===== src/rtl/gardner_pkg.sv =====
// rtl/gardner_pkg.sv - shared widths, phase enum and saturation helpers for the Gardner timing loop
//
// Q formats:
//   interp_in / sym_out : signed 18-bit sample
//   uk                  : signed Q1.15, always in [0, 0x7FFF]
//   eta / W             : unsigned Q0.16 NCO phase / step (W0 = 0x8000 -> 2 samples/symbol)
//   ted_err             : signed 20-bit, Gardner product scaled by 2^-16
//   integ               : signed 24-bit integrator, symmetric clamp at +/-(2^23-1)

package gardner_pkg;

    localparam int DIN_W   = 18;
    localparam int UK_W    = 16;
    localparam int ERR_W   = 20;
    localparam int INTEG_W = 24;
    localparam int PROD_W  = 2 * DIN_W + 1;

    localparam logic [15:0] W0_DEFAULT = 16'h8000;

    typedef enum logic {
        PH_SYM = 1'b0,
        PH_MID = 1'b1
    } phase_t;

    // Saturate a 21-bit value into the 20-bit error range.
    function automatic logic signed [ERR_W-1:0] sat_err(input logic signed [ERR_W:0] v);
        if (v > $signed({2'b00, {(ERR_W-1){1'b1}}}))
            return {1'b0, {(ERR_W-1){1'b1}}};
        else if (v < $signed({2'b11, {(ERR_W-1){1'b0}}}))
            return {1'b1, {(ERR_W-1){1'b0}}};
        else
            return v[ERR_W-1:0];
    endfunction

    // Symmetric integrator clamp: +/-(2^23-1), the most negative code is never produced.
    function automatic logic signed [INTEG_W-1:0] sat_integ(input logic signed [INTEG_W:0] v);
        if (v > $signed({2'b00, {(INTEG_W-1){1'b1}}}))
            return {1'b0, {(INTEG_W-1){1'b1}}};
        else if (v < $signed({2'b11, {(INTEG_W-2){1'b0}}, 1'b1}))
            return {1'b1, {(INTEG_W-2){1'b0}}, 1'b1};
        else
            return v[INTEG_W-1:0];
    endfunction

    // Clamp a control word into [-range, +range].
    function automatic logic signed [INTEG_W+1:0] clamp_w(input logic signed [INTEG_W+1:0] v,
                                                          input logic [15:0] range);
        logic signed [INTEG_W+1:0] r;
        r = $signed({{(INTEG_W-14){1'b0}}, range});
        if (v > r)
            return r;
        else if (v < -r)
            return -r;
        else
            return v;
    endfunction

endpackage


===== src/rtl/gardner_loop_filter.sv =====
// rtl/gardner_loop_filter.sv - PI loop filter producing the clamped NCO step W
//
// Ports:
//   clk, resetn : clock, asynchronous active-low reset
//   update      : one-cycle pulse, ted_err holds a fresh symbol error
//   ted_err     : signed saturated Gardner error
//   w           : NCO step, W0 +/- W_RANGE

module gardner_loop_filter
    import gardner_pkg::*;
#(
    parameter logic [15:0] W0       = W0_DEFAULT,
    parameter logic [15:0] W_RANGE  = 16'h0800,
    parameter int          KP_SHIFT = 2,
    parameter int          KI_SHIFT = 6
) (
    input  logic                    clk,
    input  logic                    resetn,
    input  logic                    update,
    input  logic signed [ERR_W-1:0] ted_err,
    output logic        [15:0]      w
);

    logic signed [INTEG_W-1:0] integ;
    logic signed [ERR_W-1:0]   ki_term;
    logic signed [ERR_W-1:0]   kp_term;
    logic signed [INTEG_W:0]   integ_sum;
    logic signed [INTEG_W-1:0] integ_next;
    logic signed [INTEG_W+1:0] ctrl;
    logic signed [INTEG_W+1:0] w_off;
    logic        [INTEG_W+1:0] w_sum;
    logic                      unused_w_hi;

    assign ki_term    = ted_err >>> KI_SHIFT;
    assign kp_term    = ted_err >>> KP_SHIFT;
    assign integ_sum  = {{(INTEG_W+1-ERR_W){ki_term[ERR_W-1]}}, ki_term} + {integ[INTEG_W-1], integ};
    assign integ_next = sat_integ(integ_sum);

    // The proportional path is added to the already-updated integrator.
    assign ctrl  = {{(INTEG_W+2-ERR_W){kp_term[ERR_W-1]}}, kp_term}
                 + {{2{integ_next[INTEG_W-1]}}, integ_next};
    assign w_off = clamp_w(ctrl, W_RANGE);
    assign w_sum = w_off + {{(INTEG_W-14){1'b0}}, W0};
    assign unused_w_hi = ^w_sum[INTEG_W+1:16];

    always_ff @(posedge clk or negedge resetn) begin
        if (!resetn) begin
            integ <= '0;
            w     <= W0;
        end else if (update) begin
            integ <= integ_next;
            w     <= w_sum[15:0];
        end
    end

endmodule


===== src/rtl/gardner_timing_ctrl.sv =====
// rtl/gardner_timing_ctrl.sv - Gardner symbol-timing loop: NCO, phase FSM, TED, lock detector
//
// Optional feature: GARDNER_LOCK_DET_EN enables the lock detector; otherwise lock is tied 0.
//
// Ports:
//   clk, resetn : clock (one sample per cycle), asynchronous active-low reset
//   interp_in   : interpolator output, valid when the delayed strobe is high
//   uk          : Q1.15 fractional interval to the interpolator
//   strobe      : NCO underflow, base-point marker to the interpolator
//   sym_out     : on-time symbol sample
//   sym_valid   : one-cycle pulse when sym_out / ted_err update
//   ted_err     : saturated Gardner error of the last symbol
//   lock        : timing lock indicator

module gardner_timing_ctrl
    import gardner_pkg::*;
#(
    parameter logic [15:0] W0         = W0_DEFAULT,
    parameter logic [15:0] W_RANGE    = 16'h0800,
    parameter int          KP_SHIFT   = 2,
    parameter int          KI_SHIFT   = 6,
    parameter int          INTERP_LAT = 2,
    parameter int          LOCK_THR   = 256,
    parameter int          LOCK_CNT   = 64
) (
    input  logic                    clk,
    input  logic                    resetn,
    input  logic signed [DIN_W-1:0] interp_in,
    output logic signed [UK_W-1:0]  uk,
    output logic                    strobe,
    output logic signed [DIN_W-1:0] sym_out,
    output logic                    sym_valid,
    output logic signed [ERR_W-1:0] ted_err,
    output logic                    lock
);

    logic [15:0]            eta;
    logic [15:0]            w;
    logic [16:0]            nco_diff;
    logic [INTERP_LAT-1:0]  stb_dly;
    logic                   stb_d;
    phase_t                 phase;
    phase_t                 phase_next;
    logic                   take_sym;
    logic                   take_mid;
    logic signed [DIN_W-1:0] y_sym;
    logic signed [DIN_W-1:0] y_mid;
    logic signed [DIN_W:0]   sym_diff;
    logic signed [PROD_W-1:0] e_full;
    logic signed [ERR_W-1:0] e_sat;
    logic                   unused_e_lo;

    // NCO: the borrow out of eta - W marks a base point; W is the step in force this cycle.
    assign nco_diff = {1'b0, eta} - {1'b0, w};

    always_ff @(posedge clk or negedge resetn) begin
        if (!resetn) begin
            eta    <= 16'hFFFF;
            strobe <= 1'b0;
            uk     <= '0;
        end else begin
            eta    <= nco_diff[15:0];
            strobe <= nco_diff[16];
            if (nco_diff[16])
                uk <= (eta > 16'h7FFF) ? 16'sh7FFF : $signed(eta);
        end
    end

    // Strobe delay matching the interpolator latency.
    always_ff @(posedge clk or negedge resetn) begin
        if (!resetn) begin
            stb_dly <= '0;
        end else begin
            stb_dly[0] <= strobe;
            for (int i = 1; i < INTERP_LAT; i++)
                stb_dly[i] <= stb_dly[i-1];
        end
    end

    assign stb_d = stb_dly[INTERP_LAT-1];

    // Phase FSM: alternates on-time and mid-point samples.
    always_ff @(posedge clk or negedge resetn) begin
        if (!resetn)
            phase <= PH_SYM;
        else
            phase <= phase_next;
    end

    always_comb begin
        phase_next = phase;
        if (stb_d)
            phase_next = (phase == PH_SYM) ? PH_MID : PH_SYM;
    end

    always_comb begin
        take_sym = stb_d && (phase == PH_SYM);
        take_mid = stb_d && (phase == PH_MID);
    end

    // Gardner TED: mid-point times the difference of the bracketing symbols.
    assign sym_diff = {y_sym[DIN_W-1], y_sym} - {interp_in[DIN_W-1], interp_in};
    assign e_full   = {{(PROD_W-DIN_W){y_mid[DIN_W-1]}}, y_mid}
                    * {{(PROD_W-DIN_W-1){sym_diff[DIN_W]}}, sym_diff};
    assign e_sat    = sat_err($signed(e_full[PROD_W-1:16]));
    assign unused_e_lo = ^e_full[15:0];

    always_ff @(posedge clk or negedge resetn) begin
        if (!resetn) begin
            y_sym     <= '0;
            y_mid     <= '0;
            sym_out   <= '0;
            ted_err   <= '0;
            sym_valid <= 1'b0;
        end else begin
            sym_valid <= take_sym;
            if (take_sym) begin
                y_sym   <= interp_in;
                sym_out <= interp_in;
                ted_err <= e_sat;
            end
            if (take_mid)
                y_mid <= interp_in;
        end
    end

    gardner_loop_filter #(
        .W0       (W0),
        .W_RANGE  (W_RANGE),
        .KP_SHIFT (KP_SHIFT),
        .KI_SHIFT (KI_SHIFT)
    ) u_loop_filter (
        .clk     (clk),
        .resetn  (resetn),
        .update  (sym_valid),
        .ted_err (ted_err),
        .w       (w)
    );

`ifdef GARDNER_LOCK_DET_EN
    localparam int CNT_W = $clog2(LOCK_CNT + 1);

    logic [CNT_W-1:0] lock_count;
    logic [CNT_W-1:0] count_next;
    logic [ERR_W-1:0] e_abs;
    logic             e_small;

    // Judged on the error being registered this cycle so lock moves with ted_err.
    assign e_abs      = e_sat[ERR_W-1] ? -e_sat : e_sat;
    assign e_small    = e_abs < ERR_W'(LOCK_THR);
    assign count_next = (lock_count == CNT_W'(LOCK_CNT)) ? lock_count : lock_count + 1'b1;

    always_ff @(posedge clk or negedge resetn) begin
        if (!resetn) begin
            lock_count <= '0;
            lock       <= 1'b0;
        end else if (take_sym) begin
            if (e_small) begin
                lock_count <= count_next;
                lock       <= (count_next == CNT_W'(LOCK_CNT));
            end else begin
                lock_count <= '0;
                lock       <= 1'b0;
            end
        end
    end
`else
    localparam int unused_lock_cfg = LOCK_THR + LOCK_CNT;
    assign lock = 1'b0;
`endif

endmodule

===== config.mk =====
export PLATFORM = sky130hd
export DESIGN_NAME = gardner_timing_ctrl
export DESIGN_NICKNAME = d
export VERILOG_FILES = /design/src/rtl/gardner_pkg.sv /design/src/rtl/gardner_loop_filter.sv /design/src/rtl/gardner_timing_ctrl.sv
export SDC_FILE = /design/constraint.sdc
export NUM_CORES = 1
export LEC_CHECK = 0
export ABC_AREA = 0
export CAP_MARGIN = 30
export CORE_MARGIN = 4
export CORE_UTILIZATION = 44
export DETAILED_ROUTE_END_ITERATION = 7
export GPL_ROUTABILITY_DRIVEN = 0
export PLACE_DENSITY = 0.59
export SYNTH_ARGS = -nofsm -noshare
export SYNTH_HDL_FRONTEND = slang
export SYNTH_SLANG_ARGS = --single-unit

===== constraint.sdc =====
create_clock -name clk -period 13.2 [get_ports clk]
set_input_delay 2.64 -clock clk [delete_from_list [all_inputs] [get_ports clk]]
set_output_delay 2.64 -clock clk [all_outputs]
set_load 0.05 [all_outputs]

==> flow_metrics.tcl <==
set metrics [dict create \
    worst_hold_path_type "reg2reg" \
    final-setup-viol-count 0 \
    yosys.cell_count.top_type "inv_1" \
    floorplan.initialDensity_pct 44.8 \
    grt_setup_unrepaired "no" \
    startpoint_type "input pin" \
    clkTransAtPathRegs_ps 60 \
    antenna_found_initial 2 \
    cp_slowest_cell "fa_1" \
    post_synth_most_frequent_cells "469 x inv_1, 342 x fa_1, 274 x nand2_1" \
    multi_input_comb_area_um2 16600 \
    synth.yosys.seq_area_share_pct 15.2 \
    aggregate_negative_setup_slack_ps 0 \
    critPathMostFrequentCell "fa_1" \
    grt_util_all_layers_pct 22.1 \
    pre_cts_ws_ps 73.8 \
    synth_top_cell_by_area "fa_1" \
    crit_path_max_fanout 22 \
    post-cts-setup-buffers 0 \
    post_synth_main_area_contributors "fa_1 31%, dfrtp_1 13%, ha_1 9.7%" \
    syn2layout_area_growth_pct 9.79 \
    insertedDiodeCount 0 \
    met3_wire_len_um 2470 \
    share_of_flip_flops_with_an_asynchronous_set_or_reset_after_synthesis_pct 100 \
    outcome "complete, no violations" \
    num_vias 17200 \
    register_area_um2 3350 \
    edff_count_synth 0 \
    core_um2 49300 \
    fin_area_um2 24200 \
    avgViaCountPerCell 5.35 \
    grt_pass1_wl_um 95900 \
    synth_cells 2513 \
    postSynthNetCount 3047 \
    fin_worst_hold_slack_ps 353 \
    worst_slew_pin_slew_ps 1040 \
    dieHeight_um 232 \
    finalCritPeriodShare_pct 94.1 \
    io_buffer_count 75 \
    worst_slew_margin_rel_pct 30.4 \
    post_synth.cell_area_avg_um2 8.78 \
    critPathRequiredTime_ps 13530 \
    firstDrtPassIters 5 \
    sum_of_met2_wire_segment_lengths_after_detailed_routing_um 26800 \
    number_of_nets_in_the_final_layout 3076 \
    numClockSinks 133 \
    max_freq_mhz 80.5 \
    final_hold_viol_count 0 \
    root_buffer "clkbuf_16" \
    crit_arrival_ps 12760 \
    floorplan.io_pins 77 \
    number_of_global_route_vias_before_repair 18200 \
    dr_drc_count 0 \
    synth_top_flop_cell "dfrtp_1" \
    drive_gt1_share_pct 4.54 \
    num_rows 81 \
    path_class "in2reg" \
    timing_max_transition_violations_final 0 \
    met1_length_um 27000 \
    num-fill-cells 4777 \
    tritoncts "yes" \
    mappedNetlistArea_um2 22100 \
    yosys.area.top_type_share_pct 31.0 \
    detail-route-antenna-nets 0 \
    highest_layer "met4" \
    globalRouteOverflowTotal 0 \
    detail_route.iter0.violations 1030 \
    ys_warn_count 0 \
    cp_max_stage_delay_ps 570 \
    insertion_delay_ps 440 \
    placedInstanceArea_um2 23600 \
    cts-root-to-sink-buffers 2 \
    finClkSkew_ps 14.3 \
    netlist-cell-type-count 84 \
    drt-wirelength-per-cell_um 17.9 \
    grt_max_degree 73 \
    final.setup.worst_slack_ps 773 \
    die-width_um 232 \
    max-cap-violations 0 \
    place.detailed.hpwl_um 45600 \
    cts_inserted_buffers 17 \
    worstSetupEndpointType "register" \
    ys_seq_elements 133 \
    postRouteWirelength_um 57600 \
    min_period_ps 12430 \
    clock_tree.htree_level_count 4 \
    die-area_um2 53800 \
]
[what timing repair did]
action / CTS / global route
resized for setup: 0 / 3
setup endpoints to repair: 0 / 13
hold buffers: 0 / 0
endpoints found under the hold margin: 0 / 0
[layout by cell type (no fill, tap or decap), types with 74 or more instances in the layout]
master           synthesis  routed
a21oi_1                 80      80
and2_1                 164     164
clkdlybuf4s50_1          0      74
dfrtp_1                116     116
fa_1                   342     342
ha_1                   172     172
inv_1                  469     469
nand2_1                274     274
nor2_1                 103     102
o21ai_0                114     114
[flip-flops by register name, summed over array words and instances, names as in the netlist]
signal               cells
phase                    1
eta                     16
strobe                   1
y_mid                   18
sym_valid                1
stb_dly                  2
y_sym                   18
ted_err                 20
u_loop_filter.integ     24
uk                      16
u_loop_filter.w         16
[kinds of logic (layout without fill, tap and decap cells)]
family / Yosys count / count (layout) / synth area share [%]
simple gates: 785 / 785 / 17.7
buf+inv: 571 / 613 / 9.81
fa+ha+maj: 516 / 516 / 40.9
compound gates: 397 / 397 / 11.9
flops: 133 / 133 / 15.2
xor+xnor: 88 / 88 / 3.49
mux: 22 / 22 / 1.02
other cells: 1 / 1 / 0.0170
[stage by stage]
stage	utilization (%)	instances
floorplan	-	2513
global placement	47.7	3181
detailed placement	47.9	3185
CTS	49.1	3217
global route	49.2	3219
finish	49.2	3219
[routing by layer]
metal | GRT usage [%] | vias up
met5 | 0 | -
met4 | 5.49 | 0
met3 | 2.15 | 77
met2 | 36.4 | 417
met1 | 31.6 | 8640
li1 | - | 8085
[worst max-delay path, delay by kind of cell]
kind / cells / cell delay, ps
compound gates: 15 / 4190
fa+ha+maj: 9 / 4050
buf+inv: 7 / 1030
simple gates: 5 / 830
[worst paths after layout]
path	start	to	slack, ps	depth (start not counted)
worst max register to register	y_sym[0]$_DFFE_PN0P_	ted_err[13]$_DFFE_PN0P_	3050	36
min in group asynchronous	resetn	uk[2]$_DFFE_PN0P_	2160	1
worst max-delay path	interp_in[0]	ted_err[13]$_DFFE_PN0P_	770	36
worst min register to register	stb_dly[0]$_DFF_PN0_	stb_dly[1]$_DFF_PN0_	350	0
max in group asynchronous	resetn	u_loop_filter.w[15]$_DFFE_PN1P_	9890	3
worst min-delay path	stb_dly[0]$_DFF_PN0_	stb_dly[1]$_DFF_PN0_	350	0
[area by class of cell]
type | instances | area share (%)
clock inverters | 15 | 0.764
repair buffers | 110 | 4.40
well taps | 664 | 3.43
multi-input cells | 1809 | 68.5
flip-flops and latches | 133 | 13.8
clock buffers | 17 | 1.76
inverters | 471 | 7.29
Power is not shown: default switching activity piles up to over one toggle a cycle in this logic, so the estimate is an artifact.
